<file path="src/rtl/vga_pattern_gen_if.sv">
// Pixel-side bundle of the VGA pattern generator.
// master: the generator (takes mode/pause, drives colour, syncs and
// pixel position); slave: whatever consumes the video stream.
// Ports:
//   mode[1:0]  pattern select (0 border, 1 bars, 2 checker, 3 square)
//   pause      freezes the bouncing-square animation
//   r/g/b      colour channels, CW bits each
//   hsync      horizontal sync
//   vsync      vertical sync
//   display_on visible area flag
//   hpos/vpos  coordinates of the pixel currently on the outputs
//   frame_tick one-cycle pulse with pixel (0,0)
interface vga_pattern_gen_if #(
   parameter int CW = 2
);
   logic [1:0]    mode;
   logic          pause;
   logic [CW-1:0] r;
   logic [CW-1:0] g;
   logic [CW-1:0] b;
   logic          hsync;
   logic          vsync;
   logic          display_on;
   logic [9:0]    hpos;
   logic [9:0]    vpos;
   logic          frame_tick;

   modport master (
      input  mode,
      input  pause,
      output r,
      output g,
      output b,
      output hsync,
      output vsync,
      output display_on,
      output hpos,
      output vpos,
      output frame_tick
   );

   modport slave (
      output mode,
      output pause,
      input  r,
      input  g,
      input  b,
      input  hsync,
      input  vsync,
      input  display_on,
      input  hpos,
      input  vpos,
      input  frame_tick
   );
endinterface

</file>
<file path="src/rtl/vga_pattern_gen.sv">
// Parametrised VGA timing and test-pattern generator.
// Ports:
//   clk    pixel clock
//   rst_n  asynchronous active-low reset
//   vga    master side of vga_pattern_gen_if: mode/pause in;
//          r/g/b, hsync, vsync, display_on, hpos, vpos, frame_tick out.
// Every output is registered one cycle after the hc/vc counters, so
// hpos/vpos always name the pixel shown on r/g/b and the syncs.
module vga_pattern_gen #(
   parameter int H_ACTIVE = 640,
   parameter int H_FP     = 16,
   parameter int H_SYNC   = 96,
   parameter int H_BP     = 48,
   parameter int V_ACTIVE = 480,
   parameter int V_FP     = 10,
   parameter int V_SYNC   = 2,
   parameter int V_BP     = 33,
   parameter int H_POL    = 0,
   parameter int V_POL    = 0,
   parameter int CW       = 2,
   parameter int CHK_LOG2 = 5,
   parameter int SQ_SIZE  = 32
) (
   input logic           clk,
   input logic           rst_n,
   vga_pattern_gen_if.master vga
);

   localparam int H_TOTAL = H_ACTIVE + H_FP + H_SYNC + H_BP;
   localparam int V_TOTAL = V_ACTIVE + V_FP + V_SYNC + V_BP;

   localparam logic [9:0] HC_MAX = 10'(H_TOTAL - 1);
   localparam logic [9:0] VC_MAX = 10'(V_TOTAL - 1);
   localparam logic [9:0] HA     = 10'(H_ACTIVE);
   localparam logic [9:0] HA_M1  = 10'(H_ACTIVE - 1);
   localparam logic [9:0] VA     = 10'(V_ACTIVE);
   localparam logic [9:0] VA_M1  = 10'(V_ACTIVE - 1);
   localparam logic [9:0] HS_BEG = 10'(H_ACTIVE + H_FP);
   localparam logic [9:0] HS_END = 10'(H_ACTIVE + H_FP + H_SYNC);
   localparam logic [9:0] VS_BEG = 10'(V_ACTIVE + V_FP);
   localparam logic [9:0] VS_END = 10'(V_ACTIVE + V_FP + V_SYNC);
   localparam logic [9:0] BW_M1  = 10'((H_ACTIVE >> 3) - 1);
   localparam logic [9:0] SX_MAX = 10'(H_ACTIVE - SQ_SIZE);
   localparam logic [9:0] SY_MAX = 10'(V_ACTIVE - SQ_SIZE);
   localparam logic [10:0] SQ    = 11'(SQ_SIZE);

   localparam logic HP = 1'(H_POL);
   localparam logic VP = 1'(V_POL);

   localparam logic [CW-1:0] C_LO  = CW'(1);
   localparam logic [CW-1:0] C_MID = {1'b1, {(CW-1){1'b0}}};
   localparam logic [CW-1:0] C_MAX = '1;

   // raster counters
   logic [9:0] hc_q, hc_d;
   logic [9:0] vc_q, vc_d;

   // colour-bar tracker: index of the bar under hc and offset inside it
   logic [2:0] bar_idx_q, bar_idx_d;
   logic [9:0] bar_pix_q, bar_pix_d;

   // pattern actually displayed, latched once per frame
   logic [1:0] mode_q, mode_d;

   // bouncing square: top-left corner and travel direction (1 = +)
   logic [9:0] sx_q, sx_d;
   logic [9:0] sy_q, sy_d;
   logic       dx_q, dx_d;
   logic       dy_q, dy_d;

   // registered outputs
   logic [CW-1:0] r_q, r_d;
   logic [CW-1:0] g_q, g_d;
   logic [CW-1:0] b_q, b_d;
   logic          hs_q, hs_d;
   logic          vs_q, vs_d;
   logic          de_q, de_d;
   logic [9:0]    hpos_q, hpos_d;
   logic [9:0]    vpos_q, vpos_d;
   logic          ft_q, ft_d;

   logic line_end;
   logic upd;
   logic vis;
   logic in_sq;
   logic chk;

   always_ff @(posedge clk or negedge rst_n) begin
      if (!rst_n) begin
         hc_q      <= '0;
         vc_q      <= '0;
         bar_idx_q <= '0;
         bar_pix_q <= '0;
         mode_q    <= '0;
         sx_q      <= '0;
         sy_q      <= '0;
         dx_q      <= 1'b1;
         dy_q      <= 1'b1;
         r_q       <= '0;
         g_q       <= '0;
         b_q       <= '0;
         hs_q      <= ~HP;
         vs_q      <= ~VP;
         de_q      <= 1'b0;
         hpos_q    <= '0;
         vpos_q    <= '0;
         ft_q      <= 1'b0;
      end else begin
         hc_q      <= hc_d;
         vc_q      <= vc_d;
         bar_idx_q <= bar_idx_d;
         bar_pix_q <= bar_pix_d;
         mode_q    <= mode_d;
         sx_q      <= sx_d;
         sy_q      <= sy_d;
         dx_q      <= dx_d;
         dy_q      <= dy_d;
         r_q       <= r_d;
         g_q       <= g_d;
         b_q       <= b_d;
         hs_q      <= hs_d;
         vs_q      <= vs_d;
         de_q      <= de_d;
         hpos_q    <= hpos_d;
         vpos_q    <= vpos_d;
         ft_q      <= ft_d;
      end
   end

   // raster and bar counters
   always_comb begin
      line_end  = (hc_q == HC_MAX);
      hc_d      = line_end ? 10'd0 : hc_q + 10'd1;
      vc_d      = vc_q;
      bar_idx_d = bar_idx_q;
      bar_pix_d = bar_pix_q + 10'd1;
      if (line_end) begin
         vc_d = (vc_q == VC_MAX) ? 10'd0 : vc_q + 10'd1;
      end
      if (line_end) begin
         bar_idx_d = '0;
         bar_pix_d = '0;
      end else if (bar_pix_q == BW_M1) begin
         bar_pix_d = '0;
         // saturate so leftover pixels past 8*BAR_W stay in bar 7
         if (bar_idx_q != 3'd7) begin
            bar_idx_d = bar_idx_q + 3'd1;
         end
      end
   end

   // frame-rate state: mode latch and square motion, both at the
   // start of the first blanking line so a visible frame never tears
   always_comb begin
      upd    = (hc_q == 10'd0) && (vc_q == VA);
      mode_d = upd ? vga.mode : mode_q;
      sx_d   = sx_q;
      sy_d   = sy_q;
      dx_d   = dx_q;
      dy_d   = dy_q;
      if (upd && !vga.pause) begin
         if (dx_q) begin
            if (sx_q == SX_MAX) begin
               dx_d = 1'b0;
               sx_d = sx_q - 10'd1;
            end else begin
               sx_d = sx_q + 10'd1;
            end
         end else begin
            if (sx_q == 10'd0) begin
               dx_d = 1'b1;
               sx_d = 10'd1;
            end else begin
               sx_d = sx_q - 10'd1;
            end
         end
         if (dy_q) begin
            if (sy_q == SY_MAX) begin
               dy_d = 1'b0;
               sy_d = sy_q - 10'd1;
            end else begin
               sy_d = sy_q + 10'd1;
            end
         end else begin
            if (sy_q == 10'd0) begin
               dy_d = 1'b1;
               sy_d = 10'd1;
            end else begin
               sy_d = sy_q - 10'd1;
            end
         end
      end
   end

   // pixel colour, syncs and position for the current counters
   always_comb begin
      vis   = (hc_q < HA) && (vc_q < VA);
      in_sq = ({1'b0, hc_q} >= {1'b0, sx_q})
           && ({1'b0, hc_q} < {1'b0, sx_q} + SQ)
           && ({1'b0, vc_q} >= {1'b0, sy_q})
           && ({1'b0, vc_q} < {1'b0, sy_q} + SQ);
      chk   = hc_q[CHK_LOG2] ^ vc_q[CHK_LOG2];
      r_d   = '0;
      g_d   = '0;
      b_d   = '0;
      unique case (mode_q)
         2'd0: begin
            if (hc_q == 10'd0) r_d = C_LO;
            else if (hc_q == HA_M1) r_d = C_MAX;
            else r_d = C_MID;
            if (vc_q == 10'd0) g_d = C_LO;
            else if (vc_q == VA_M1) g_d = C_MAX;
            else g_d = C_MID;
         end
         2'd1: begin
            r_d = bar_idx_q[2] ? C_MAX : '0;
            g_d = bar_idx_q[1] ? C_MAX : '0;
            b_d = bar_idx_q[0] ? C_MAX : '0;
         end
         2'd2: begin
            if (chk) begin
               r_d = C_MAX;
               g_d = C_MAX;
               b_d = C_MAX;
            end
         end
         2'd3: begin
            if (in_sq) begin
               r_d = C_MAX;
               g_d = C_MAX;
               b_d = C_MAX;
            end else begin
               b_d = C_MID;
            end
         end
      endcase
      if (!vis) begin
         r_d = '0;
         g_d = '0;
         b_d = '0;
      end
      hs_d   = ((hc_q >= HS_BEG) && (hc_q < HS_END)) ? HP : ~HP;
      vs_d   = ((vc_q >= VS_BEG) && (vc_q < VS_END)) ? VP : ~VP;
      de_d   = vis;
      hpos_d = hc_q;
      vpos_d = vc_q;
      ft_d   = (hc_q == 10'd0) && (vc_q == 10'd0);
   end

   assign vga.r          = r_q;
   assign vga.g          = g_q;
   assign vga.b          = b_q;
   assign vga.hsync      = hs_q;
   assign vga.vsync      = vs_q;
   assign vga.display_on = de_q;
   assign vga.hpos       = hpos_q;
   assign vga.vpos       = vpos_q;
   assign vga.frame_tick = ft_q;

endmodule

</file>
<file path="src/flat_wrapper.sv">
// flat-port wrapper written by rule: the top's interface ports become plain ports
module vga_pattern_gen_flat 
#(
   parameter int H_ACTIVE = 640,
   parameter int H_FP     = 16,
   parameter int H_SYNC   = 96,
   parameter int H_BP     = 48,
   parameter int V_ACTIVE = 480,
   parameter int V_FP     = 10,
   parameter int V_SYNC   = 2,
   parameter int V_BP     = 33,
   parameter int H_POL    = 0,
   parameter int V_POL    = 0,
   parameter int CW       = 2,
   parameter int CHK_LOG2 = 5,
   parameter int SQ_SIZE  = 32
)
  (clk, rst_n, vga_mode, vga_pause, vga_r, vga_g, vga_b, vga_hsync, vga_vsync, vga_display_on, vga_hpos, vga_vpos, vga_frame_tick);
  vga_pattern_gen_if #(.CW(CW)) vga_i ();
  input logic clk;
  input logic rst_n;
  input wire logic [$bits(vga_i.mode)-1:0] vga_mode;
  input wire logic [$bits(vga_i.pause)-1:0] vga_pause;
  output wire logic [$bits(vga_i.r)-1:0] vga_r;
  output wire logic [$bits(vga_i.g)-1:0] vga_g;
  output wire logic [$bits(vga_i.b)-1:0] vga_b;
  output wire logic [$bits(vga_i.hsync)-1:0] vga_hsync;
  output wire logic [$bits(vga_i.vsync)-1:0] vga_vsync;
  output wire logic [$bits(vga_i.display_on)-1:0] vga_display_on;
  output wire logic [$bits(vga_i.hpos)-1:0] vga_hpos;
  output wire logic [$bits(vga_i.vpos)-1:0] vga_vpos;
  output wire logic [$bits(vga_i.frame_tick)-1:0] vga_frame_tick;
  assign vga_i.mode = vga_mode;
  assign vga_i.pause = vga_pause;
  assign vga_r = vga_i.r;
  assign vga_g = vga_i.g;
  assign vga_b = vga_i.b;
  assign vga_hsync = vga_i.hsync;
  assign vga_vsync = vga_i.vsync;
  assign vga_display_on = vga_i.display_on;
  assign vga_hpos = vga_i.hpos;
  assign vga_vpos = vga_i.vpos;
  assign vga_frame_tick = vga_i.frame_tick;
  vga_pattern_gen #(.H_ACTIVE(H_ACTIVE), .H_FP(H_FP), .H_SYNC(H_SYNC), .H_BP(H_BP), .V_ACTIVE(V_ACTIVE), .V_FP(V_FP), .V_SYNC(V_SYNC), .V_BP(V_BP), .H_POL(H_POL), .V_POL(V_POL), .CW(CW), .CHK_LOG2(CHK_LOG2), .SQ_SIZE(SQ_SIZE)) u_core (.clk(clk), .rst_n(rst_n), .vga(vga_i));
endmodule
</file>
<file path="config.mk">
export PLATFORM = sky130hd
export DESIGN_NAME = vga_pattern_gen_flat
export DESIGN_NICKNAME = d
export VERILOG_FILES = /design/src/rtl/vga_pattern_gen_if.sv /design/src/rtl/vga_pattern_gen.sv /design/src/flat_wrapper.sv
export SDC_FILE = /design/constraint.sdc
export NUM_CORES = 1
export LEC_CHECK = 0
export BUFFER_PORTS_ARGS = -buffer_cell sky130_fd_sc_hd__buf_2
export CORE_MARGIN = 2
export CORE_UTILIZATION = 39
export CTS_BUF_LIST = sky130_fd_sc_hd__clkbuf_16
export CTS_CLUSTER_DIAMETER = 150
export DETAILED_ROUTE_END_ITERATION = 6
export SYNTH_ARGS = -nofsm -noshare
export SYNTH_HDL_FRONTEND = slang
export SYNTH_SLANG_ARGS = --single-unit
</file>
<file path="constraint.sdc">
create_clock -name clk -period 2.2 [get_ports clk]
set_clock_uncertainty 0.2 [all_clocks]
set_input_delay 0.11 -clock clk [delete_from_list [all_inputs] [get_ports clk]]
set_output_delay 0.11 -clock clk [all_outputs]
set_load 0.02 [all_outputs]
</file>
==> impl_metrics.json, run 1 <==
{
  "vias": 4744,
  "reg2reg_from": "u_core.hc_q[0]",
  "syn_area_mm2": 0.00519,
  "synth_edf_count": 0,
  "pwr-share-comb": 0.052,
  "async_flop_share": 1.00,
  "grt_setup_unrepaired": "yes",
  "ant_nets": 0,
  "path_cells": "inv_2, ha_1, nand2b_1, a211oi_2, nor3_1, or4_4, nand4_1, a21oi_1",
  "die_h_um": 119,
  "fill_cells": 1117,
  "via_per_inst": 5.35,
  "mostFrequentLayoutCells": "buf_4, dfrtp_1, nor2_1, nand2_1, buf_2",
  "grt_pass1_wl_um": 22200,
  "switching_share": 0.231,
  "peakVddDrop_uv": 376,
  "cap_violations": 0,
  "crit_type": "flip-flop to flip-flop",
  "start_util": 0.395,
  "hpwlAfterDp_um": 10100,
  "row_count": 42,
  "io_buffers": 34,
  "grt_max_degree": 37,
  "period_needed_ps": 2300,
  "crit_fanout": 5,
  "grt_overflow": 0,
  "clk_path_buf_depth": 2,
  "fmaxAchievable_mhz": 435,
  "cp.required_ps": 2220,
  "area_growth_pct": 42.2,
  "routed_wl_um": 14200,
  "ff2ff_path_depth": 8,
  "dieWidth_um": 119,
  "antenna_found_initial": 0,
  "fin_hold_ws_ps": 43.2,
  "layout-drive-gt1-share": 0.412,
  "htreeDepth": 3,
  "hold_path_class": "input port to asynchronous set/reset pin",
  "worst_slack_ps": -100,
  "p_per_area_mw_per_mm2": 452,
  "power_switching_w": 0.000770,
  "grt_pass1_vias": 4430,
  "setup_viol": 11,
  "leakagePower_nw": 3.34,
  "drc": 0,
  "cts_tree": "done",
  "post-route-util": 0.562,
  "layout.nets": 756,
  "p_clk_frac": 0.463,
  "ys_ff_latch": 87,
  "finalHoldViolations": 0,
  "critPathSlowestCell": "or4_4",
  "worst_ep_arrival_time_ps": 2320,
  "r2r_slack_ps": -100,
  "firstDrtPassIters": 5,
  "synth_seq_area_share": 0.420,
  "slew_viol_final": 0,
  "status": "complete, but fails checks",
  "crit_path_start_kind": "flip-flop",
  "max_stage_delay_ps": 490,
  "synth_fp_nets": 592,
  "r2r-end": "u_core.vga.r[0]",
  "yosysWarningCount": 0,
  "ys_types": 63,
  "clk_latency_ps": 350,
  "clk_pin_slew_ps": 70,
  "drtIter0Drc": 312,
  "antenna_cells": 0,
  "gp_congestion": 0.978,
  "wl_per_cell_um": 16.0,
  "die_area_mm2": 0.0142,
  "synth.avg_cell_area_um2": 9.58,
  "worstMarginPinSlew_ps": 433,
  "synth_ff_type": "dfrtp_1",
  "slew_headroom": 0.709,
  "cts_buffers": 9,
  "min_period_over_period": 1.05,
  "cts-root-buf": "clkbuf_16",
  "pwr-share-seq": 0.485,
  "ios": 35,
  "cts.sink_count": 87,
  "final_common_cell": "buf_4",
  "end_kind": "flip-flop",
  "violations": "negative setup slack",
  "place_ws_ps": -116,
  "p_int_w": 0.00257,
  "grt_usage": 0.197,
  "synthCells": 542,
  "fp.coreArea_mm2": 0.0131
}
==> area by class of cell <==
class	instances	area (um2)	area share
multi-input combinational	405	3270	0.444
timing repair buffer	172	1280	0.173
inverter	31	116	0.0158
clock inverter	7	72.6	0.00983
clock buffer	9	225	0.0305
sequential	87	2190	0.297
tap	176	220	0.0298
==> through the flow <==
step | cells | instance area [um2] | TNS [ps] | total power [W]
after CTS | 862 | 6800 | -451 | 0.00336
after global placement | 837 | 6290 | -413 | 0.00178
after detailed placement | 837 | 6290 | -1090 | 0.00179
after global routing | 887 | 7380 | -2320 | 0.00348
after floorplan | 542 | 5200 | 0 | 0.00170
final | 887 | 7380 | -603 | 0.00334
==> power by group through the flow <==
stage	clock network [W]	logic (W)	registers, W
finish	0.00154	0.000175	0.00162
global route	0.00167	0.000194	0.00162
CTS	0.00159	0.000152	0.00161
detailed placement	0	0.000142	0.00164
global placement	0	0.000139	0.00164
floorplan	0	0.0000554	0.00165
==> cell families after synthesis <==
| kind of cell | after synthesis | synth area share |
|---|---|---|
| and+or+nand+nor | 211 | 0.230 |
| AOI/OAI and AO/OA | 112 | 0.134 |
| DFF | 87 | 0.420 |
| buffers and inverters | 50 | 0.0415 |
| adders and majority gates | 45 | 0.108 |
| xor gates and xnor gates | 28 | 0.0472 |
| muxes | 9 | 0.0186 |
==> cells in the mapped netlist, drive strengths merged, types with 2 or more instances <==
cell	count	area (um2)
dfrtp	83	2080
ha	45	563
nor2	45	171
o21ai	45	229
nand2	38	143
inv	31	116
nand3	28	145
a21oi	24	120
xnor2	19	166
nor3	18	118
and3	13	82.6
nand4	13	81.3
buf	10	65.1
clkbuf	9	33.8
nor2b	9	56.3
nor4	9	77.6
xor2	9	78.8
nand4b	8	76.3
o31ai	7	52.6
nand2b	6	37.5
or4	6	45.0
mux2	5	56.3
a211oi	4	35.0
a31oi	4	25.0
a41o	4	40.0
dfstp	4	105
mux2i	4	40.0
nor3b	4	35.0
o211ai	4	30.0
o22ai	4	25.0
o41ai	4	35.0
or3	4	30.0
nor4b	3	41.3
a21o	2	15.0
a41oi	2	17.5
and2	2	12.5
and4	2	17.5
==> state kept, by name, indices dropped and copies added (netlist names), 3 cells and up <==
register and cells:
u_core.bar_pix_q 10, u_core.vc_q 10, u_core.sy_q 10, u_core.hc_q 10, u_core.vga.hpos 10, u_core.sx_q 10, u_core.bar_idx_q 3, u_core.vga.vpos 10
==> how the worst max path moves through the flow <==
stage                     slack [ps]  cells after the start         endpoint           start
after global routing            -190                      8  u_core.vga.g[0]  u_core.sy_q[7]
after detailed placement        -120                      7  u_core.vga.r[0]  u_core.hc_q[3]
after floorplan                   10                      8   u_core.sy_q[1]  u_core.vc_q[0]
after global placement           -90                      9  u_core.vga.g[0]  u_core.sy_q[5]
final                           -100                      8  u_core.vga.r[0]  u_core.hc_q[0]
after CTS                        -80                      8  u_core.vga.r[0]  u_core.sx_q[6]
==> routing by layer <==
metal / global-route usage / share of wire
met1: 0.263 / 0.46
met5: 0 / 0
met2: 0.314 / 0.48
met3: 0.0431 / 0.032
met4: 0.0765 / 0.027
==> critical path: cells and delay by family, from the launching register on <==
kind,cells,cell delay (ps)
simple gates,4,970
flops,1,390
compound gates,2,310
fa+ha+maj,1,220
buf+inv,1,90
==> what timing repair did <==
action | in CTS | in global routing
buffers inserted | 5 | 23
endpoints found under the hold margin | 89 | 0
endpoints found under the setup margin | 18 | 37
pin swaps | 15 | 43
gates cloned | 0 | 2
gates resized for setup | 31 | 100
hold buffers | 4 | 0
Power figures use the tool's default switching activity.
==> inputs of run 2 (changes only) <==
- CORE_UTILIZATION: 39 -> 40
==> run 2 against run 1 <==
Non-clock buffer count down 20. Combinational power up 3%. Die area down 2.4%. Flip-flop and latch count unchanged. Via count down 1.2%. The run still ends with negative setup slack left. Register-to-register slack about the same. Critical endpoint is now u_core.vga.g[0]. Highest routed layer unchanged.
==> impl_metrics.json, run 2 (synthesized netlist as in run 1, its figures left out) <==
{
  "p_clk_frac": 0.475,
  "crit_type": "flip-flop to flip-flop",
  "clk_pin_slew_ps": 60,
  "pwr-share-seq": 0.472,
  "max_stage_delay_ps": 440,
  "wl_per_cell_um": 16.5,
  "antenna_cells": 0,
  "pwr-share-comb": 0.053,
  "htreeDepth": 3,
  "slew_headroom": 0.707,
  "reg2reg_from": "u_core.sx_q[5]",
  "hold-path-cell-count": 3,
  "hpwlAfterDp_um": 10000,
  "period_needed_ps": 2310,
  "ios": 35,
  "grt_pass1_vias": 4710,
  "crit_fanout": 5,
  "layout-drive-gt1-share": 0.386,
  "grt_setup_unrepaired": "yes",
  "ff2ff_path_depth": 8,
  "antenna_found_initial": 0,
  "slew_viol_final": 0,
  "routed_wl_um": 14300,
  "r2r-end": "u_core.vga.g[0]",
  "place_area_mm2": 0.00618,
  "peakVddDrop_uv": 424,
  "p_per_area_mw_per_mm2": 475,
  "cp.required_ps": 2220,
  "via_per_inst": 5.43,
  "final_cells": 863,
  "fin_setup_tns_ps": -489,
  "end_kind": "flip-flop",
  "final_common_cell": "buf_4",
  "drc": 0,
  "fmaxAchievable_mhz": 432,
  "mostFrequentLayoutCells": "buf_4, dfrtp_1, nor2_1, nand2_1, buf_2",
  "die_area_mm2": 0.0139,
  "worst_slack_ps": -113,
  "drtIter0Drc": 358,
  "switching_share": 0.219,
  "power_switching_w": 0.000750,
  "io_buffers": 34,
  "status": "complete, but fails checks",
  "gp_congestion": 0.913,
  "start_util": 0.410,
  "path_cells": "ha_4, nand3_2, xnor2_2, ha_1, o21ai_1, or4_1, nand4_1, a21oi_1",
  "worstMarginPinSlew_ps": 439,
  "cap_violations": 0,
  "final_area_mm2": 0.00721,
  "grt_usage": 0.212,
  "r2r_slack_ps": -110,
  "area_growth_pct": 38.9,
  "firstDrtPassIters": 4,
  "row_count": 41,
  "whs_endpoint": "u_core.sx_q[7]",
  "clk_latency_ps": 340,
  "cts_tree": "done",
  "violations": "negative setup slack",
  "grt_max_degree": 60,
  "dp_cells": 819,
  "crit_buf_inv": 0,
  "min_period_over_period": 1.05,
  "finalHoldViolations": 0,
  "leakagePower_nw": 3.33,
  "vias": 4686,
  "setup_viol": 5,
  "fp.coreArea_mm2": 0.0127,
  "layout.nets": 736,
  "min_from": "vga_pause",
  "p_int_w": 0.00267,
  "hold_path_class": "input port to flip-flop",
  "cts.sink_count": 87,
  "worst_ep_arrival_time_ps": 2330,
  "grt_overflow": 0,
  "cts-root-buf": "clkbuf_16",
  "grt_pass1_wl_um": 23700,
  "die_h_um": 118,
  "crit_path_start_kind": "flip-flop",
  "critPathSlowestCell": "dfrtp_2",
  "clk_path_buf_depth": 2,
  "crit_family": "simple AND/OR/NAND/NOR gates",
  "dieWidth_um": 118,
  "cts_buffers": 9,
  "ant_nets": 0
}
[run 2: cell count changes in the layout (fill, tap and decap cells not counted), moves of 4 or more]
cell     change
buf_6        -4
nor4_2       +4
a21oi_1      +5
inv_1        +4
a21oi_2      -4
buf_4       -14
[run 2: tightest hold or removal path, delay by kind of cell]
kind | cells | cell delay, ps
compound gates | 1 | 70
buf+inv | 1 | 150
simple gates | 1 | 180
[run 2: cell type report]
cell class | instances | area, um2
well taps | 172 | 215
clock inverters | 7 | 88.8
clock buffers | 9 | 225
inverters | 31 | 116
fillers | 1072 | 5460
repair buffers | 152 | 1110
flip-flops and latches | 87 | 2190
multi-input cells | 405 | 3260
[run 2: how the worst max path moves through the flow]
| stage | startpoint | end | depth (start not counted) |
|---|---|---|---|
| floorplan | u_core.vc_q[0] | u_core.sy_q[1] | 8 |
| global placement | u_core.sy_q[5] | u_core.vga.g[0] | 9 |
| detailed placement | u_core.sy_q[5] | u_core.vga.g[0] | 9 |
| CTS | u_core.sy_q[5] | u_core.vga.g[1] | 9 |
| global route | u_core.sx_q[4] | u_core.vga.g[0] | 8 |
| finish | u_core.sx_q[5] | u_core.vga.g[0] | 8 |
[run 2: layer usage]
metal,vias up,global-route usage,part of all wire
li1,2259,-,-
met2,109,0.343,0.48
met3,25,0.0499,0.043
met5,-,0,0
met1,2293,0.277,0.45
met4,0,0.0783,0.026
[run 2: metrics by stage]
step                      setup slack (ps)  hold slack (ps)   util  total power (W)
after detailed placement              -179             -113  0.488          0.00179
after floorplan                       10.5             -386      -          0.00170
after CTS                            -59.8             63.6  0.543          0.00345
final                                 -113             6.09  0.569          0.00342
after global routing                  -214             25.6  0.569          0.00356
after global placement                -119             -117  0.488          0.00178
[run 2: power groups by stage]
stage / Combinational [W] / Clock, W / Sequential, W
final: 0.000180 / 0.00163 / 0.00161
after global routing: 0.000201 / 0.00174 / 0.00161
after CTS: 0.000170 / 0.00167 / 0.00161
after detailed placement: 0.000143 / 0 / 0.00164
after global placement: 0.000140 / 0 / 0.00164
after floorplan: 0.0000554 / 0 / 0.00165
[run 2: timing repair]
item / in CTS / in global routing
pin swaps: 23 / 27
cloned: 1 / 0
setup buffers: 17 / 8
resized for setup: 52 / 70
hold endpoints to repair: 87 / 0
hold buffers: 3 / 0
setup endpoints to repair: 13 / 42
==> inputs of run 3 (changes only) <==
- clock period: 2.2 -> 1.9 ns (I/O delays scaled with it)
==> run 3 against run 2 <==
The flow still finishes with violations (negative setup slack). Sequential power increased by 16%. Combinational power increased by 25%. Sequential share of layout area decreased by 2.8 points. Global-route usage increased by 0.61 points. Worst hold slack improved by 100 ps. Clock power increased by 6%. Fmax increased by 1.8%. Power increased by 12%. First-iteration DRC count decreased by 9.5%. Worst setup slack got worse by 260 ps. Routed wire length increased by 7.1%. Critical path type unchanged. Largest power group is now sequential cells. Highest routed layer unchanged.
==> impl_metrics.json, run 3 (synthesized netlist as in run 1, its figures left out) <==
{
  "power_w": 0.00382,
  "crit_path_start_kind": "flip-flop",
  "worst_slack_ps": -373,
  "layout.nets": 794,
  "grt_overflow": 0,
  "grt_use_met3": 0.0465,
  "area_growth_pct": 53.2,
  "place_area_mm2": 0.00655,
  "grt_pass1_wl_um": 24500,
  "htreeDepth": 3,
  "clk_path_buf_depth": 2,
  "ios": 35,
  "peakVddDrop_uv": 406,
  "hold_path_class": "input port to asynchronous set/reset pin",
  "p_per_area_mw_per_mm2": 481,
  "cts_tree": "done",
  "cp.required_ps": 1920,
  "setup_viol": 48,
  "vias": 4944,
  "clk_pin_slew_ps": 70,
  "leakagePower_nw": 3.64,
  "fill_cells": 1016,
  "hpwlAfterDp_um": 10300,
  "row_count": 41,
  "grt_pass1_vias": 5041,
  "place_ws_ps": -413,
  "dieWidth_um": 118,
  "period_needed_ps": 2270,
  "cts_buffers": 9,
  "worst_ep_arrival_time_ps": 2290,
  "clk_latency_ps": 350,
  "fmaxAchievable_mhz": 440,
  "slew_viol_final": 0,
  "crit_fanout": 5,
  "dp_cells": 861,
  "antenna_cells": 0,
  "cts-root-buf": "clkbuf_16",
  "status": "complete, but fails checks",
  "drtIter0Drc": 324,
  "cts.sink_count": 87,
  "wl_per_cell_um": 16.6,
  "layout-drive-gt1-share": 0.485,
  "firstDrtPassIters": 4,
  "violations": "negative setup slack",
  "busiest_layer": "met2",
  "final_area_mm2": 0.00796,
  "io_buffers": 34,
  "gp_congestion": 0.935,
  "final_cells": 921,
  "die_area_mm2": 0.0139,
  "routed_wl_um": 15300,
  "mostFrequentLayoutCells": "buf_4, dfrtp_1, ha_1, buf_2, nand2_1",
  "crit_type": "flip-flop to flip-flop",
  "slew_headroom": 0.667,
  "ant_nets": 0,
  "cap_violations": 0,
  "start_util": 0.410,
  "antenna_found_initial": 0,
  "grtUsageMet1": 0.267,
  "min_period_over_period": 1.20,
  "grt_usage": 0.218,
  "via_per_inst": 5.37,
  "end_kind": "flip-flop",
  "met2_usage": 0.383,
  "worstMarginPinSlew_ps": 499,
  "grt_setup_unrepaired": "yes",
  "finalHoldViolations": 0,
  "drc": 0,
  "grt_max_degree": 88,
  "fp.coreArea_mm2": 0.0127,
  "final_common_cell": "buf_4",
  "die_h_um": 118,
  "fin_setup_tns_ps": -8060
}
-- run 3: changes by cell type in the layout (fill, tap and decap cells not counted), moves of 4 or more --
cell	before	now
nor2_4	0	12
nor2_1	42	29
nand2_1	35	30
buf_6	8	23
nand2_2	1	5
o21ai_1	10	16
o21ai_2	8	14
o21ai_0	27	14
buf_4	107	148
-- run 3: metal layers --
layer / part of all wire / vias up
li1: - / 2386
met1: 0.43 / 2454
met2: 0.52 / 80
met3: 0.027 / 24
met4: 0.019 / 0
met5: 0 / -
-- run 3: cell type report --
class	instances	area, um2	area share
sequential	87	2190	0.276
timing repair buffer	210	1620	0.203
inverter	31	116	0.0146
clock buffer	9	225	0.0283
clock inverter	7	58.8	0.00739
multi-input combinational	405	3530	0.444
tap	172	215	0.0271
-- run 3: repair_timing --
item | in CTS | in global routing
setup endpoints to repair | 48 | 58
endpoints found under the hold margin | 91 | 0
pin swaps | 48 | 53
buffers inserted | 27 | 16
gates cloned | 1 | 0
hold buffers | 4 | 0
resized for setup | 125 | 81
-- run 3: worst max-delay path, stage by stage, from the launching register on --
cell      delay, ps
dfrtp_2         470
ha_4            300
o211ai_1        100
a21oi_1         160
nor4_1           70
or4_4           540
nand4_1         120
buf_6           130
a21oi_1          60
-- run 3: path summary, 6_finish.rpt --
| check | start | endpoint | slack (ps) | cells after the start |
|---|---|---|---|---|
| worst max-delay path | u_core.hc_q[3] | u_core.vga.g[0] | -370 | 8 |
| worst min-delay path | rst_n | u_core.sy_q[7] | 110 | 3 |
| worst max register to register | u_core.hc_q[3] | u_core.vga.g[0] | -370 | 8 |
| worst min register to register | u_core.hc_q[7] | u_core.vga.hpos[7] | 260 | 0 |
| max in group asynchronous | rst_n | u_core.vga.vsync | 960 | 3 |
| min in group clk | u_core.hc_q[7] | u_core.vga.hpos[7] | 260 | 0 |
-- run 3: per-stage QoR --
step | hold WS [ps] | utilization
final | 109 | 0.628
after global routing | 162 | 0.628
after CTS | 165 | 0.589
after detailed placement | -19.2 | 0.517
after global placement | -27.5 | 0.517
after floorplan | -401 | -
-- run 3: power by group --
part	switching, W	internal (W)	total (W)
clock	0.000728	0.00100	0.00173
sequential	0.00000873	0.00186	0.00187
combinational	0.000124	0.000101	0.000225
total	0.000860	0.00296	0.00382
